[config.mk]
export PLATFORM = sky130hd
export DESIGN_NAME = down_cntr_timer
export DESIGN_NICKNAME = d
export VERILOG_FILES = /design/src/rtl/down_cntr_timer.sv
export SDC_FILE = /design/constraint.sdc
export NUM_CORES = 1
export LEC_CHECK = 0
export CORE_ASPECT_RATIO = 1.5
export CORE_MARGIN = 10
export CORE_UTILIZATION = 44
export CTS_CLUSTER_DIAMETER = 150
export DETAILED_ROUTE_END_ITERATION = 8
export PLACE_DENSITY = 0.74
export RECOVER_POWER = 100
export SLEW_MARGIN = 20
export SYNTH_ARGS = -nofsm -noshare
export SYNTH_HDL_FRONTEND = slang
export SYNTH_SLANG_ARGS = --single-unit
[constraint.sdc]
create_clock -name clk -period 2.12 [get_ports clk]
set_input_delay 0.636 -clock clk [delete_from_list [all_inputs] [get_ports clk]]
set_output_delay 0.636 -clock clk [all_outputs]
set_load 0.005 [all_outputs]
[src/rtl/down_cntr_timer.sv]
// Loadable down-counting timer with one-shot / periodic modes, pause/resume and a
// registered one-cycle done pulse on expiry. Counts only on enable ticks while running.
module down_cntr_timer #(
   parameter int unsigned BITS = 8
) (
   input  logic            clk,
   input  logic            reset,
   input  logic            load,
   input  logic [BITS-1:0] load_val,
   input  logic            start,
   input  logic            stop,
   input  logic            periodic,
   input  logic            enable,
   output logic [BITS-1:0] q,
   output logic            zero,
   output logic            done,
   output logic            busy
);

   localparam logic [1:0] StIdle    = 2'd0;
   localparam logic [1:0] StRun     = 2'd1;
   localparam logic [1:0] StHold    = 2'd2;
   localparam logic [1:0] StExpired = 2'd3;

   localparam logic [BITS-1:0] One = 1;

   logic [BITS-1:0] q_q, q_d;
   logic [BITS-1:0] rl_q, rl_d;
   logic [1:0]      state_q, state_d;
   logic            done_q, done_d;

   // stop dominates start everywhere; load dominates everything except reset
   always_comb begin
      q_d     = q_q;
      rl_d    = rl_q;
      state_d = state_q;
      done_d  = 1'b0;
      if (load) begin
         q_d     = load_val;
         rl_d    = load_val;
         state_d = StIdle;
      end else begin
         unique case (state_q)
            StIdle: begin
               if (start && !stop && (q_q != '0)) state_d = StRun;
            end
            StRun: begin
               if (stop) begin
                  state_d = StHold;
               end else if (enable) begin
                  if (q_q == One) begin
                     done_d = 1'b1;
                     if (periodic) begin
                        q_d = rl_q;
                     end else begin
                        q_d     = '0;
                        state_d = StExpired;
                     end
                  end else if (q_q != '0) begin
                     q_d = q_q - One;
                  end
               end
            end
            StHold: begin
               if (start && !stop) state_d = StRun;
            end
            StExpired: begin
               // restart from the reload value; no decrement on this edge
               if (start && !stop && (rl_q != '0)) begin
                  q_d     = rl_q;
                  state_d = StRun;
               end
            end
            default: state_d = StIdle;
         endcase
      end
   end

   always_ff @(posedge clk) begin
      if (reset) begin
         q_q     <= '0;
         rl_q    <= '0;
         state_q <= StIdle;
         done_q  <= 1'b0;
      end else begin
         q_q     <= q_d;
         rl_q    <= rl_d;
         state_q <= state_d;
         done_q  <= done_d;
      end
   end

   assign q    = q_q;
   assign zero = (q_q == '0);
   assign done = done_q;
   assign busy = (state_q == StRun);

endmodule
==> impl_metrics.env <==
export IMPL_outcome="finished, final reports clean"
export IMPL_skew_ns=0.00415
export IMPL_fp_dieArea_sq_um=5030
export IMPL_tritoncts="yes"
export IMPL_numCtsBuffers=3
export IMPL_arrival_ns=1.48
export IMPL_met2_usage=0.266
export IMPL_cp_data_required_time_ns=1.48
export IMPL_clkSinkCount=19
export IMPL_die_w_um=61.4
export IMPL_first_global_vias=1289
export IMPL_syn_avg_cell_area_sq_um=8.68
export IMPL_syn_num_nets=148
export IMPL_cp_top_family="simple AND/OR/NAND/NOR gates"
export IMPL_ys_types=38
export IMPL_cts_hold_buf=0
export IMPL_grt_start_max_net_pins=18
export IMPL_synthSimpleGateAreaFrac=0.243
export IMPL_firstDrtPassIters=4
export IMPL_wl_per_cell_um=17.5
export IMPL_switching_share=0.316
export IMPL_use_met1=0.147
export IMPL_p_switching_w=0.000290
export IMPL_cp_slowest_cell="or3_4"
export IMPL_antenna_left=0
export IMPL_nets=196
export IMPL_num_vias=1182
export IMPL_clk_pin_slew_ns=0.11
export IMPL_yosys_warnings=0
export IMPL_n_fill_cell=211
export IMPL_clock_root_buffer="clkbuf_4"
export IMPL_die_h_um=82.0
export IMPL_synth_compound_area_share=0.282
export IMPL_final_common_cell="buf_4"
export IMPL_setup_slack_ns=0.00558
export IMPL_area_delta_synth_final_pct=44.0
export IMPL_synth_edf_count=0
export IMPL_pwr_share_clk=0.206
export IMPL_grt_pass1_wl_um=5720
export IMPL_path_class="reg2out"
export IMPL_p_seq_frac=0.437
export IMPL_p_leak_nw=0.655
export IMPL_clock_latency_ns=0.30
export IMPL_cp_cell_sequence="or3_4 -> nor4bb_4 -> buf_2"
export IMPL_drt_wl_total_um=3520
export IMPL_synthFlopType="dfxtp_1"
export IMPL_critPathMaxStageDelay_ns=0.40
export IMPL_ys_async_sr_fraction=0
export IMPL_p_per_area_nw_per_um2=565
export IMPL_viasPerCell=5.88
export IMPL_yosys_register_bits=19
export IMPL_syn_area_sq_um=1130
export IMPL_rsz0062_at_grt="yes"
export IMPL_report_final_hold_viol_count=0
export IMPL_maxCapViolCount=0
export IMPL_antenna_found_initial=0
export IMPL_fin_crit_ns=2.11
export IMPL_worst_slew_pin_slew_ns=0.415
export IMPL_vdd_ir_drop_max_v=0.000375
export IMPL_dp_final_hpwl_um=2780
export IMPL_synth_top_family_by_area="compound AO/OA/AOI/OAI gates"
export IMPL_cp_max_fo=2
export IMPL_setup_violations=0
export IMPL_drt_iter0_drc=56
export IMPL_core_sq_um=2450
export IMPL_final_cell_mix="24 x buf_4, 23 x clkdlybuf4s50_1, 16 x dfxtp_1, 14 x nor2_1, 13 x a21oi_1"
export IMPL_antenna_cells=0
export IMPL_grt_busiest_layer="met2"
export IMPL_grt_overflow_total=0
export IMPL_gp_congestion=0.874
export IMPL_dp_cells=197
export IMPL_initial_core_util=0.461
export IMPL_final_cells=201
export IMPL_track_usage=0.147
export IMPL_hold_path_class="reg2reg"
export IMPL_drive_above_1_share=0.299
export IMPL_boundaryPins=26
export IMPL_power_frac_comb=0.358
export IMPL_synthCells=130
export IMPL_rows=22
export IMPL_max_freq_ghz=0.473
export IMPL_drc=0
export IMPL_cts_buffer_depth=2
export IMPL_synth_xor_area_frac=0.0310
export IMPL_met3_usage=0.0370
export IMPL_port_buffer_count=25
export IMPL_intPower_w=0.000628
export IMPL_critPathLaunchType="flop"
export IMPL_relSlewSlack=0.721
export IMPL_report_final_slew_viol_count=0
export IMPL_pre_cts_ws_ns=-0.182
export IMPL_crit_buf_inv=1
export IMPL_synth_mux_area_frac=0.0177
export IMPL_worst_setup_path_end_kind="output pin"
export IMPL_synth_adder_area_share=0.0333
export IMPL_htree_levels=1
export IMPL_synth_seq_area_share=0.337
export IMPL_whs_ns=0.502
export IMPL_min_period_over_period=0.997
==> power by group through the flow <==
stage | sequential, W | combinational (W) | clock, W
2_1_floorplan | 0.000411 | 0.000150 | 0
3_3_place_gp | 0.000404 | 0.000297 | 0
3_5_place_dp | 0.000406 | 0.000304 | 0
4_1_cts | 0.000399 | 0.000310 | 0.000189
5_1_grt | 0.000404 | 0.000357 | 0.000205
6_report | 0.000401 | 0.000328 | 0.000189
==> cell families (layout without fill, tap and decap cells) <==
group | after synthesis | in the layout
flip-flops | 19 | 19
adder cells (fa/ha/maj) | 3 | 3
multiplexers | 2 | 2
XOR/XNOR | 4 | 4
buffers and inverters | 11 | 58
AND/OR/NAND/NOR | 49 | 49
AO/OA/AOI/OAI | 42 | 42
==> per-stage QoR <==
step                utilization  setup TNS (ns)  power (W)  cell area, sq um
floorplan                     -               0   0.000561              1130
global placement          0.630           -1.02   0.000701              1540
detailed placement        0.630           -1.38   0.000710              1540
CTS                       0.649               0   0.000899              1590
global route              0.663          -0.131   0.000966              1630
finish                    0.663               0   0.000918              1630
==> worst reg2reg max path, cell delays in order (launching register included) <==
cell      delay (ns)
dfxtp_1         0.34
inv_2           0.07
ha_2            0.18
or4b_4          0.51
o31a_1          0.28
nor2_1          0.09
buf_4           0.14
a22oi_1         0.09
a311oi_2        0.26
==> cell type report <==
class	count	area [sq um]	area share
clock buffer	3	22.5	0.0139
sequential	19	384	0.236
clock inverter	1	5.00	0.00308
timing repair buffer	49	425	0.262
tap	24	30.0	0.0185
multi-input combinational	100	739	0.455
inverter	5	18.8	0.0115
==> sequential cells by signal, summed over array words and instances (netlist names) <==
register  cells
done          1
state_q       2
q             8
rl_q          8
==> path summary, 6_finish.rpt <==
| path | startpoint | end | slack (ns) | cells past startpoint |
|---|---|---|---|---|
| worst max-delay path | q[2] | zero | 0.006 | 3 |
| worst max register to register | q[1] | q[5] | 0.09 | 8 |
| worst min register to register | rl_q[1] | rl_q[1] | 0.50 | 2 |
| worst min-delay path | rl_q[1] | rl_q[1] | 0.50 | 2 |
==> cells in the mapped netlist, types with 2 or more instances <==
| cell type | number | share of area |
|---|---|---|
| nand2b_1 | 7 | 0.039 |
| a222oi_1 | 2 | 0.018 |
| a211oi_2 | 5 | 0.055 |
| ha_1 | 3 | 0.033 |
| or4_1 | 2 | 0.013 |
| nor3_1 | 4 | 0.018 |
| o21ai_0 | 10 | 0.044 |
| nor2_1 | 16 | 0.053 |
| dfxtp_1 | 19 | 0.34 |
| a31oi_1 | 2 | 0.011 |
| nand2_1 | 8 | 0.027 |
| clkbuf_1 | 3 | 0.010 |
| nor4bb_1 | 2 | 0.018 |
| buf_6 | 3 | 0.030 |
| a21oi_1 | 13 | 0.058 |
| inv_1 | 5 | 0.017 |
| xor2_1 | 3 | 0.023 |
| mux2i_1 | 2 | 0.018 |
| or4_4 | 2 | 0.020 |
==> routing by layer <==
| layer | vias up | routed length [um] |
|---|---|---|
| met5 | - | 0 |
| met4 | 0 | 113 |
| met1 | 553 | 1290 |
| li1 | 573 | - |
| met2 | 42 | 1900 |
| met3 | 14 | 205 |
==> repair_timing <==
item / 4_1_cts / 5_1_grt
pin swaps: 2 / 3
setup endpoints to repair: 5 / 10
setup buffers: 0 / 0
resized for setup: 11 / 13
No activity file was read; power rests on OpenSTA's default activity.
